<file path="config.mk">
export PLATFORM = sky130hd
export DESIGN_NAME = meas_readout_spi_slave
export DESIGN_NICKNAME = d
export VERILOG_FILES = /design/src/rtl/meas_readout_pkg.sv /design/src/rtl/meas_fifo.sv /design/src/rtl/meas_readout_spi_slave.sv
export SDC_FILE = /design/constraint.sdc
export NUM_CORES = 1
export LEC_CHECK = 0
export CAP_MARGIN = 30
export CORE_ASPECT_RATIO = 0.75
export CORE_MARGIN = 2
export CORE_UTILIZATION = 60
export DETAILED_ROUTE_END_ITERATION = 8
export PLACE_DENSITY_LB_ADDON = 0.3
export SYNTH_ARGS = -nofsm -noshare
export SYNTH_HDL_FRONTEND = slang
export SYNTH_SLANG_ARGS = --single-unit
</file>
<file path="constraint.sdc">
create_clock -name clk -period 8.4 [get_ports clk]
set_clock_uncertainty 0.2 [all_clocks]
set_input_delay 1.68 -clock clk [delete_from_list [all_inputs] [get_ports clk]]
set_output_delay 1.68 -clock clk [all_outputs]
set_load 0.01 [all_outputs]
</file>
<file path="src/rtl/meas_readout_pkg.sv">
// Shared types and constants for the measurement readout SPI slave.
// MEAS_READOUT_CRC8_EN appends a CRC-8 byte to every frame.
package meas_readout_pkg;

   localparam int unsigned TAG_W            = 8;
   localparam int unsigned DATA_W           = 24;
   localparam int unsigned RECORD_WIDTH     = TAG_W + 2 * DATA_W;

   localparam int unsigned STATUS_W         = 8;
   localparam int unsigned STATUS_VALID_BIT = 7;
   localparam int unsigned STATUS_OVF_BIT   = 6;
   localparam int unsigned STATUS_LEVEL_W   = 6;
   localparam int unsigned STATUS_LEVEL_MAX = (1 << STATUS_LEVEL_W) - 1;

   localparam int unsigned BASE_FRAME_BITS  = STATUS_W + RECORD_WIDTH;
`ifdef MEAS_READOUT_CRC8_EN
   localparam int unsigned FRAME_BITS       = BASE_FRAME_BITS + 8;
`else
   localparam int unsigned FRAME_BITS       = BASE_FRAME_BITS;
`endif

   localparam logic [7:0]  CRC8_POLY        = 8'h07;

   // Bit counter saturates well above the longest frame
   localparam int unsigned BIT_CNT_W        = 7;

   typedef enum logic [1:0] {
      IDLE   = 2'd0,
      LOAD   = 2'd1,
      SHIFT  = 2'd2,
      COMMIT = 2'd3
   } state_t;

   typedef struct packed {
      logic [TAG_W-1:0]  tag;
      logic [DATA_W-1:0] data_1;
      logic [DATA_W-1:0] data_2;
   } meas_record_t;

`ifdef MEAS_READOUT_CRC8_EN
   // MSB-first CRC-8, init 0x00, no reflection, no final xor
   function automatic logic [7:0] crc8(input logic [BASE_FRAME_BITS-1:0] data);
      logic [7:0] crc;
      crc = 8'h00;
      for (int i = int'(BASE_FRAME_BITS) - 1; i >= 0; i--) begin
         if (crc[7] ^ data[i]) crc = {crc[6:0], 1'b0} ^ CRC8_POLY;
         else                  crc = {crc[6:0], 1'b0};
      end
      return crc;
   endfunction
`endif

endpackage

</file>
<file path="src/rtl/meas_fifo.sv">
// Synchronous show-ahead FIFO; a push is refused whenever full, even alongside a pop.
module meas_fifo #(
   parameter int unsigned WIDTH = 56,
   parameter int unsigned DEPTH = 16
) (
   input  logic                       clk,
   input  logic                       rst,
   input  logic                       push,
   input  logic [WIDTH-1:0]           din,
   input  logic                       pop,
   output logic [WIDTH-1:0]           head,
   output logic                       full,
   output logic                       empty,
   output logic [$clog2(DEPTH):0]     level
);

   localparam int unsigned AW = $clog2(DEPTH);
   localparam int unsigned LW = AW + 1;

   logic [WIDTH-1:0] mem [DEPTH];
   logic [AW-1:0]    wr_ptr;
   logic [AW-1:0]    rd_ptr;
   logic [LW-1:0]    count;
   logic [LW-1:0]    count_nxt;
   logic             push_ok;
   logic             pop_ok;

   assign push_ok = push & ~full;
   assign pop_ok  = pop & ~empty;

   always_comb begin
      count_nxt = count;
      if (push_ok && !pop_ok)      count_nxt = count + LW'(1);
      else if (!push_ok && pop_ok) count_nxt = count - LW'(1);
   end

   // Flags are registered from the next count so they are never glitchy outputs
   always_ff @(posedge clk) begin
      if (rst) begin
         wr_ptr <= '0;
         rd_ptr <= '0;
         count  <= '0;
         full   <= 1'b0;
         empty  <= 1'b1;
      end else begin
         if (push_ok) wr_ptr <= wr_ptr + AW'(1);
         if (pop_ok)  rd_ptr <= rd_ptr + AW'(1);
         count <= count_nxt;
         full  <= (count_nxt == LW'(DEPTH));
         empty <= (count_nxt == LW'(0));
      end
   end

   always_ff @(posedge clk) begin
      if (push_ok) mem[wr_ptr] <= din;
   end

   assign head  = mem[rd_ptr];
   assign level = count;

endmodule

</file>
<file path="src/rtl/meas_readout_spi_slave.sv">
// Buffers measurement records and serves one per chip-select frame as a mode-0 SPI slave.
// Define MEAS_READOUT_CRC8_EN to append a CRC-8 byte (72-bit frames).
module meas_readout_spi_slave
   import meas_readout_pkg::*;
#(
   parameter int unsigned DATA_WIDTH = 24,
   parameter int unsigned TAG_WIDTH  = 8,
   parameter int unsigned FIFO_DEPTH = 16
) (
   input  logic                          clk,
   input  logic                          rst,
   input  logic                          wr_valid,
   input  logic [TAG_WIDTH-1:0]          wr_tag,
   input  logic [DATA_WIDTH-1:0]         wr_data_1,
   input  logic [DATA_WIDTH-1:0]         wr_data_2,
   output logic                          full,
   output logic [$clog2(FIFO_DEPTH):0]   level,
   output logic                          overflow,
   input  logic                          host_cs_n,
   input  logic                          host_sck,
   output logic                          host_miso,
   output logic                          host_miso_oe
);

   localparam int unsigned LEVEL_W = $clog2(FIFO_DEPTH) + 1;

   state_t                    state;
   state_t                    state_nxt;

   logic [1:0]                cs_sync;
   logic [1:0]                sck_sync;
   logic                      cs_d;
   logic                      sck_d;
   logic                      cs_hi;
   logic                      cs_fall;
   logic                      sck_rise;
   logic                      sck_fall;

   meas_record_t              wr_rec;
   logic [RECORD_WIDTH-1:0]   fifo_head;
   logic                      fifo_empty;
   logic                      fifo_pop;

   logic [FRAME_BITS-1:0]     shreg;
   logic [BIT_CNT_W-1:0]      bit_cnt;
   logic                      valid_at_load;
   logic                      ovf_at_load;

   logic                      load_c;
   logic                      shift_en_c;
   logic                      commit_c;
   logic                      drop_c;

   logic [STATUS_LEVEL_W-1:0] level_sat;
   logic [STATUS_W-1:0]       status;
   logic [RECORD_WIDTH-1:0]   rec_field;
   logic [BASE_FRAME_BITS-1:0] frame_base;
   logic [FRAME_BITS-1:0]     frame;

   // Two-flop synchronizers plus an edge-detect stage; cs_n idles high
   always_ff @(posedge clk) begin
      if (rst) begin
         cs_sync  <= 2'b11;
         cs_d     <= 1'b1;
         sck_sync <= 2'b00;
         sck_d    <= 1'b0;
      end else begin
         cs_sync  <= {cs_sync[0], host_cs_n};
         cs_d     <= cs_sync[1];
         sck_sync <= {sck_sync[0], host_sck};
         sck_d    <= sck_sync[1];
      end
   end

   assign cs_hi    = cs_sync[1];
   assign cs_fall  = cs_d & ~cs_sync[1];
   assign sck_rise = ~sck_d & sck_sync[1];
   assign sck_fall = sck_d & ~sck_sync[1];

   assign wr_rec = '{tag: wr_tag, data_1: wr_data_1, data_2: wr_data_2};

   meas_fifo #(
      .WIDTH (RECORD_WIDTH),
      .DEPTH (FIFO_DEPTH)
   ) u_fifo (
      .clk   (clk),
      .rst   (rst),
      .push  (wr_valid),
      .din   (wr_rec),
      .pop   (fifo_pop),
      .head  (fifo_head),
      .full  (full),
      .empty (fifo_empty),
      .level (level)
   );

   // Frame image as it would be loaded this cycle
   assign level_sat  = (32'(level) > 32'(STATUS_LEVEL_MAX)) ? STATUS_LEVEL_W'(STATUS_LEVEL_MAX)
                                                           : STATUS_LEVEL_W'(level);
   assign status     = {~fifo_empty, overflow, level_sat};
   assign rec_field  = fifo_empty ? '0 : fifo_head;
   assign frame_base = {status, rec_field};
`ifdef MEAS_READOUT_CRC8_EN
   assign frame      = {frame_base, crc8(frame_base)};
`else
   assign frame      = frame_base;
`endif

   always_ff @(posedge clk) begin
      if (rst) state <= IDLE;
      else     state <= state_nxt;
   end

   always_comb begin
      state_nxt = state;
      unique case (state)
         IDLE:    if (cs_fall) state_nxt = LOAD;
         LOAD:    state_nxt = SHIFT;
         SHIFT:   if (cs_hi) state_nxt = (bit_cnt == BIT_CNT_W'(FRAME_BITS)) ? COMMIT : IDLE;
         COMMIT:  state_nxt = IDLE;
         default: state_nxt = IDLE;
      endcase
   end

   always_comb begin
      load_c     = 1'b0;
      shift_en_c = 1'b0;
      commit_c   = 1'b0;
      unique case (state)
         LOAD:    load_c     = 1'b1;
         SHIFT:   shift_en_c = ~cs_hi;
         COMMIT:  commit_c   = 1'b1;
         default: ;
      endcase
   end

   assign fifo_pop = commit_c & valid_at_load;
   assign drop_c   = wr_valid & full;

   // A drop in the commit cycle keeps overflow set even if it was reported
   always_ff @(posedge clk) begin
      if (rst) begin
         overflow <= 1'b0;
      end else if (drop_c) begin
         overflow <= 1'b1;
      end else if (commit_c && ovf_at_load) begin
         overflow <= 1'b0;
      end
   end

   // Shift datapath: present on sck fall, count on sck rise, quiet whenever deselected
   always_ff @(posedge clk) begin
      if (rst) begin
         shreg         <= '0;
         bit_cnt       <= '0;
         valid_at_load <= 1'b0;
         ovf_at_load   <= 1'b0;
         host_miso     <= 1'b0;
         host_miso_oe  <= 1'b0;
      end else if (load_c) begin
         shreg         <= frame;
         bit_cnt       <= '0;
         valid_at_load <= ~fifo_empty;
         ovf_at_load   <= overflow;
         host_miso     <= frame[FRAME_BITS-1];
         host_miso_oe  <= 1'b1;
      end else if (shift_en_c) begin
         if (sck_fall) begin
            shreg     <= {shreg[FRAME_BITS-2:0], 1'b0};
            host_miso <= shreg[FRAME_BITS-2];
         end
         if (sck_rise && (bit_cnt != '1)) bit_cnt <= bit_cnt + BIT_CNT_W'(1);
      end else begin
         host_miso    <= 1'b0;
         host_miso_oe <= 1'b0;
      end
   end

endmodule
</file>
## After elaboration in Yosys (flattened, before gate mapping)

Memories as Yosys holds them, arrays and structs flattened. A register that Yosys moved wholly into a read port is not among the register bits.
Index checks and enable logic that the tools add are counted.

- Equal/unequal tests: 10
- Bitwise logic cells: 12
- Mux-type cells: 24
- $add $sub $neg: 5
- Reduce and logical (&&, ||, !) cells: 16

Operators by type and width:

| cell | number |
|---|---|
| 2-to-1 mux 63 bit | 3 |
| 2-to-1 mux 56 bit | 1 |
| 2-to-1 mux 1 bit | 12 |
| 2-to-1 mux 5 bit | 2 |
| adder 4 x 1 -> 4 bit, second input constant | 2 |
| 2-to-1 mux 4 bit | 2 |
| case mux 2 bit (4 select lines) | 1 |
| AND reduction 2 bit | 4 |
| adder 7 x 1 -> 7 bit, second input constant | 1 |
| AND 1 bit | 7 |
| == test 7 bit, second input constant | 1 |
| != test 7 bit, second input constant | 1 |
| 2-to-1 mux 2 bit | 3 |
| != test 2 bit, second input constant | 3 |
| nonzero test 2 bit | 3 |
| adder 5 x 1 -> 5 bit, second input constant | 1 |
| == test 5 bit, second input constant | 1 |
| zero test 5 bit | 1 |
| inverter 1 bit | 5 |
| subtractor 5 x 1 -> 5 bit, second input constant | 1 |
| == test 2 bit, second input constant | 2 |
| logical AND 1 bit | 4 |
| != test 3 bit, second input constant | 1 |
| == test 2 x 1 -> 1 bit, second input constant | 1 |
| other kinds (3) | 4 |

- Input bits: 61
- Memories: 1
- RAM bits: 896
- Register bits after elaboration: 98

Memories:

| name | words | bits a word | read ports | clocked after Yosys merged registers in | wr ports | RTL line | source |
|---|---|---|---|---|---|---|---|
| u_fifo.mem | 16 | 56 | 1 | 1 | 1 | meas_fifo.sv:20 | `logic [WIDTH-1:0] mem [DEPTH];` |

## Logic depth before layout (Yosys ltp)

- Depth after elaboration: 8
- Depth in mapped cells: 8
- Gate-level depth less buffers: 6

## Modules after synthesis

From an unflattened synthesis, not the netlist that was laid out.

- Cells, all modules: 1819
- Area, all modules: 38762.2 um2

Modules (own cells, without submodules):

| module | area each (um2) | seq. area each (um2) | cells each | times used |
|---|---|---|---|---|
| meas_fifo | 34579.4 | 27286.2 | 1355 | 1 |
| meas_readout_spi_slave | 4182.8 | 1661.6 | 464 | 1 |

## Worst setup path before layout

No wires, ideal clock.

- Kind: input to register
- Start point: input port wr_valid
- End point: memory u_fifo.mem[3][0] (enable)
- Stages on the path: 4
- Data required time: 7.661 ns
- Slack: 1.580 ns
- Data arrival time: 6.081 ns
- Path through: nor2b_1 -> clkbuf_1 -> nand2_1 -> nor3_1

- Cells in the longest elaborated chain, start to end: 3

RTL lines:

| item | RTL line | source |
|---|---|---|
| start, declared | meas_readout_spi_slave.sv:12 | `input logic wr_valid,` |
| AND 1 bit | meas_fifo.sv:28 | `assign push_ok = push & ~full;` |
| 2-to-1 mux 1 bit | meas_fifo.sv:55 | `if (push_ok) mem[wr_ptr] <= din;` |
| 2-to-1 mux 1 bit (not written as such) | meas_fifo.sv:55 |  |
| end, declared | meas_fifo.sv:20 |  |

No other way between the ends.

## Final worst setup path

- Start point: input port wr_valid
- End point: memory u_fifo.mem[8][22] (enable)

Same word-level chain as after synthesis.

==> flow_summary.rst <==
.. list-table::
   :header-rows: 1

   * - Metric
     - Value
   * - Status
     - completed
   * - Clock insertion delay at the later pin of the skew report
     - 0.65 ns
   * - Count of vias placed by the detailed router
     - 18927
   * - Row Count
     - 80
   * - Layout Area Growth over Synthesis
     - 12.1%
   * - Final weighted congestion in routability-driven placement
     - 0.773
   * - Biggest fanout along the worst timing path
     - 34
   * - Most Used Layer, Global Route
     - met1
   * - Number of clock buffers inserted by TritonCTS
     - 89
   * - Peak VDD IR
     - 178 uV
   * - H-tree depth
     - 3
   * - Synthesized area per cell
     - 20.6 um^2
   * - Detailed-placement wirelength estimate
     - 46200 um
   * - CP max stage delay
     - 0.69 ns
   * - TNS Setup
     - 0 ns
   * - Clock Tree Buf Depth
     - 3
   * - Routed wire length
     - 84700 um
   * - Combinational share of power
     - 2.9%
   * - Routed WL per cell
     - 29.4 um
   * - Setup Fix Bufs, Post-CTS
     - 0
   * - Required time at the endpoint of the critical path
     - 8.47 ns
   * - Post-layout nets
     - 2010
   * - Sw Ratio
     - 20.0%
   * - Number of iterations in the first detailed-routing pass
     - 7
   * - Largest net degree at the start of global routing
     - 86
   * - Switching power
     - 1980 uW
   * - Clock group share of total power
     - 41.6%
   * - CTS Root Buffer Type
     - sky130_fd_sc_hd__clkbuf_16
   * - Number of enable flip-flop cells after synthesis
     - 896
   * - Highest clock rate
     - 0.232 GHz
   * - Fraction of registers with async set or reset after synthesis
     - 0%
   * - Worst Hold Margin
     - 0.226 ns
   * - Cell area power density
     - 231 mW/mm^2
   * - Most used flip-flop cell after synthesis
     - sky130_fd_sc_hd__edfxtp_1
   * - Number of cells traversed by the worst register-to-register path
     - 6
   * - Flip-flop and latch count after synthesis
     - 998
   * - Leakage
     - 0.0131 uW
   * - Arr. time, crit path
     - 4.38 ns
   * - Horizontal die dimension
     - 296 um
   * - Share of layout cells above drive strength 1
     - 26.8%
   * - Register-to-register setup slack
     - 4.70 ns
   * - Global-route wire length before repair
     - 126000 um
   * - CP Launch Type
     - input port
   * - GR Util met2
     - 38.5%
   * - Remaining antenna violation count
     - 0
   * - Area of the mapped netlist
     - 0.0383 mm^2
   * - Number of max-slew violations in the final report
     - 0
   * - Met3 Resource Use GR
     - 7.52%
   * - Slew at the pin closest to its max-slew limit
     - 1.02 ns
   * - Number of hold-repair buffers added at the cts stage
     - 0
   * - Internal power component
     - 7930 uW
   * - Vias/cell
     - 6.58
   * - Hold wc startpoint
     - cs_sync[0]
   * - Relative slew slack
     - 31.9%
   * - Crit path max-delay family
     - buffers and inverters
   * - Critical path buffers and inverters
     - 3
   * - Period utilisation layout
     - 51.3%
   * - Endpoints failing setup
     - 0
   * - Global Route met1 Usage
     - 40.3%
   * - Vertical die dimension
     - 223 um
   * - Overall die area
     - 0.0659 mm^2
   * - Total core area
     - 0.0634 mm^2
   * - CP Depth
     - 6
   * - Max-Cap Viols
     - 0
   * - Initial standard-cell utilization of the core
     - 60.5%
   * - Share of synthesized area occupied by flip-flops and latches
     - 75.6%
   * - Clock net sink count
     - 998
   * - Number of cells upsized or downsized after cts
     - 0
   * - Final critical-path required period
     - 4.31 ns
   * - I/O pin count
     - 70
   * - Reg power frac
     - 55.5%
   * - Cell Count, Final, Fillers Out
     - 2878
   * - Distinct cell type count after synthesis
     - 47
   * - Cell breakdown of the critical path
     - clkdlybuf4s50_1 -> nor2b_1 -> buf_4 -> nand2_1 -> nor2_4 -> buf_4
   * - Overall routing resource usage
     - 26.6%
   * - Worst min-delay path category
     - flip-flop to flip-flop
   * - Clock-pin slew reported for the worst setup and hold paths after clock tree synthesis
     - 0.06 ns
   * - Min setup slack post-route
     - 4.09 ns
   * - Kind of critical path
     - input port to flip-flop
   * - TritonCTS clock tree
     - built
   * - Reg-to-reg endpoint
     - shreg[28]
   * - Global-route congestion overflow total
     - 0
   * - Hold-critical path depth
     - 1
   * - Finished Core Util
     - 67.8%
   * - Number of cells produced by synthesis
     - 1856
   * - IO Port Bufs
     - 69
   * - Top library cells by usage in the layout, fill and taps aside
     - sky130_fd_sc_hd__edfxtp_1, sky130_fd_sc_hd__mux4_2, sky130_fd_sc_hd__mux2_2
   * - Number of global-route vias before repair
     - 19323
   * - Most frequent standard cell in the layout excluding fill and tap cells
     - sky130_fd_sc_hd__edfxtp_1
   * - Hold violation total from the final report
     - 0
   * - Most used cell along the critical path
     - sky130_fd_sc_hd__buf_4
   * - Kind of end point of the critical path
     - flip-flop
   * - Slowest stage cell on the critical path
     - sky130_fd_sc_hd__buf_4
   * - Antenna fix cells
     - 0
   * - Number of cells after detailed placement
     - 2706
   * - Number of antenna violations at the first check in global routing
     - 3
   * - # DRC
     - 0
   * - RSZ-0062 raised after global routing
     - no
   * - WHS Endpoint
     - cs_sync[1]
   * - Setup slack at placement
     - 2.79 ns
   * - Synthesized Nets
     - 1926
   * - Detailed router's first-iteration violation count
     - 2146
   * - Filler Cells Inserted
     - 3875
   * - Number of synthesis warnings
     - 0
-- metrics by stage --
stage | total power (uW) | area (um^2)
2_1_floorplan | 5720 | 38300
3_3_place_gp | 5870 | 39900
3_5_place_dp | 5880 | 39900
4_1_cts | 9970 | 42900
5_1_grt | 10200 | 42900
6_report | 9910 | 42900
-- registers in the layout, indices dropped and copies added (netlist names), 2 cells and up, named ones only --
| signal | flops |
|---|---|
| cs_sync | 2 |
| bit_cnt | 7 |
| shreg | 63 |
| u_fifo.mem | 896 |
| state | 2 |
| u_fifo.level | 5 |
| u_fifo.wr_ptr | 4 |
| sck_sync | 2 |
| u_fifo.rd_ptr | 4 |
-- layout make-up --
class                   count  area (um^2)  area share, %
clock buffers             123         2490           5.79
clock inverters            45          484           1.13
inverters                   6         22.5         0.0524
multi-input cells         736         8850           20.6
flip-flops and latches    998        29000           67.4
well taps                 861         1080           2.51
repair buffers            109         1060           2.47
-- cell usage after synthesis, types with 11 or more instances --
cell type	count	area (um^2)
sky130_fd_sc_hd__edfxtp_1	896	26900
sky130_fd_sc_hd__mux4_2	224	5040
sky130_fd_sc_hd__mux2_2	111	1250
sky130_fd_sc_hd__nor2_1	103	387
sky130_fd_sc_hd__dfxtp_1	102	2040
sky130_fd_sc_hd__a211oi_1	62	465
sky130_fd_sc_hd__o21ai_0	58	290
sky130_fd_sc_hd__a22oi_1	56	420
sky130_fd_sc_hd__clkbuf_1	49	184
sky130_fd_sc_hd__buf_2	35	175
sky130_fd_sc_hd__buf_4	19	143
sky130_fd_sc_hd__nand2_1	19	71.3
sky130_fd_sc_hd__a21oi_1	11	55.1
-- kinds of logic after synthesis --
| group | count (synthesis) | share of synthesized area, % |
|---|---|---|
| xor+xnor | 14 | 0.320 |
| fa+ha+maj | 9 | 0.294 |
| mux | 344 | 16.7 |
| compound gates | 197 | 3.48 |
| simple gates | 172 | 2.03 |
| buf+inv | 122 | 1.65 |
| flops | 998 | 75.6 |
-- routing by layer --
| metal | wire [um] | vias to the layer above | share of wire [%] |
|---|---|---|---|
| met4 | 1980 | 2 | 2.3 |
| met2 | 38500 | 977 | 45 |
| li1 | - | 7804 | - |
| met5 | 12 | - | 0.014 |
| met1 | 35300 | 10007 | 42 |
| met3 | 8970 | 137 | 11 |
-- worst max-delay path by stage --
stage | startpoint | to | slack, ns
global placement | wr_valid | u_fifo.mem[3][24] | 2.70
finish | wr_valid | u_fifo.mem[8][22] | 4.09
global route | wr_valid | u_fifo.mem[13][22] | 4.01
detailed placement | wr_valid | u_fifo.mem[9][30] | 2.79
CTS | wr_valid | u_fifo.mem[9][28] | 3.42
floorplan | wr_valid | u_fifo.mem[3][0] | 1.58
-- worst register-to-register path, cell delays in order (launching register included) --
cell                       delay [ns]
sky130_fd_sc_hd__dfxtp_4         0.48
sky130_fd_sc_hd__buf_12          0.57
sky130_fd_sc_hd__buf_4           0.89
sky130_fd_sc_hd__mux4_2          0.65
sky130_fd_sc_hd__mux2_2          0.29
sky130_fd_sc_hd__a22oi_1         0.34
sky130_fd_sc_hd__a211oi_1        0.13
-- power by group through the flow --
stage                     logic, uW  clock network (uW)  registers [uW]
after floorplan                 118                   0            5600
after global placement          267                   0            5600
after detailed placement        279                   0            5600
after CTS                       283                4190            5500
after global routing            306                4380            5500
final                           285                4120            5500
Power figures use the tool's default switching activity.
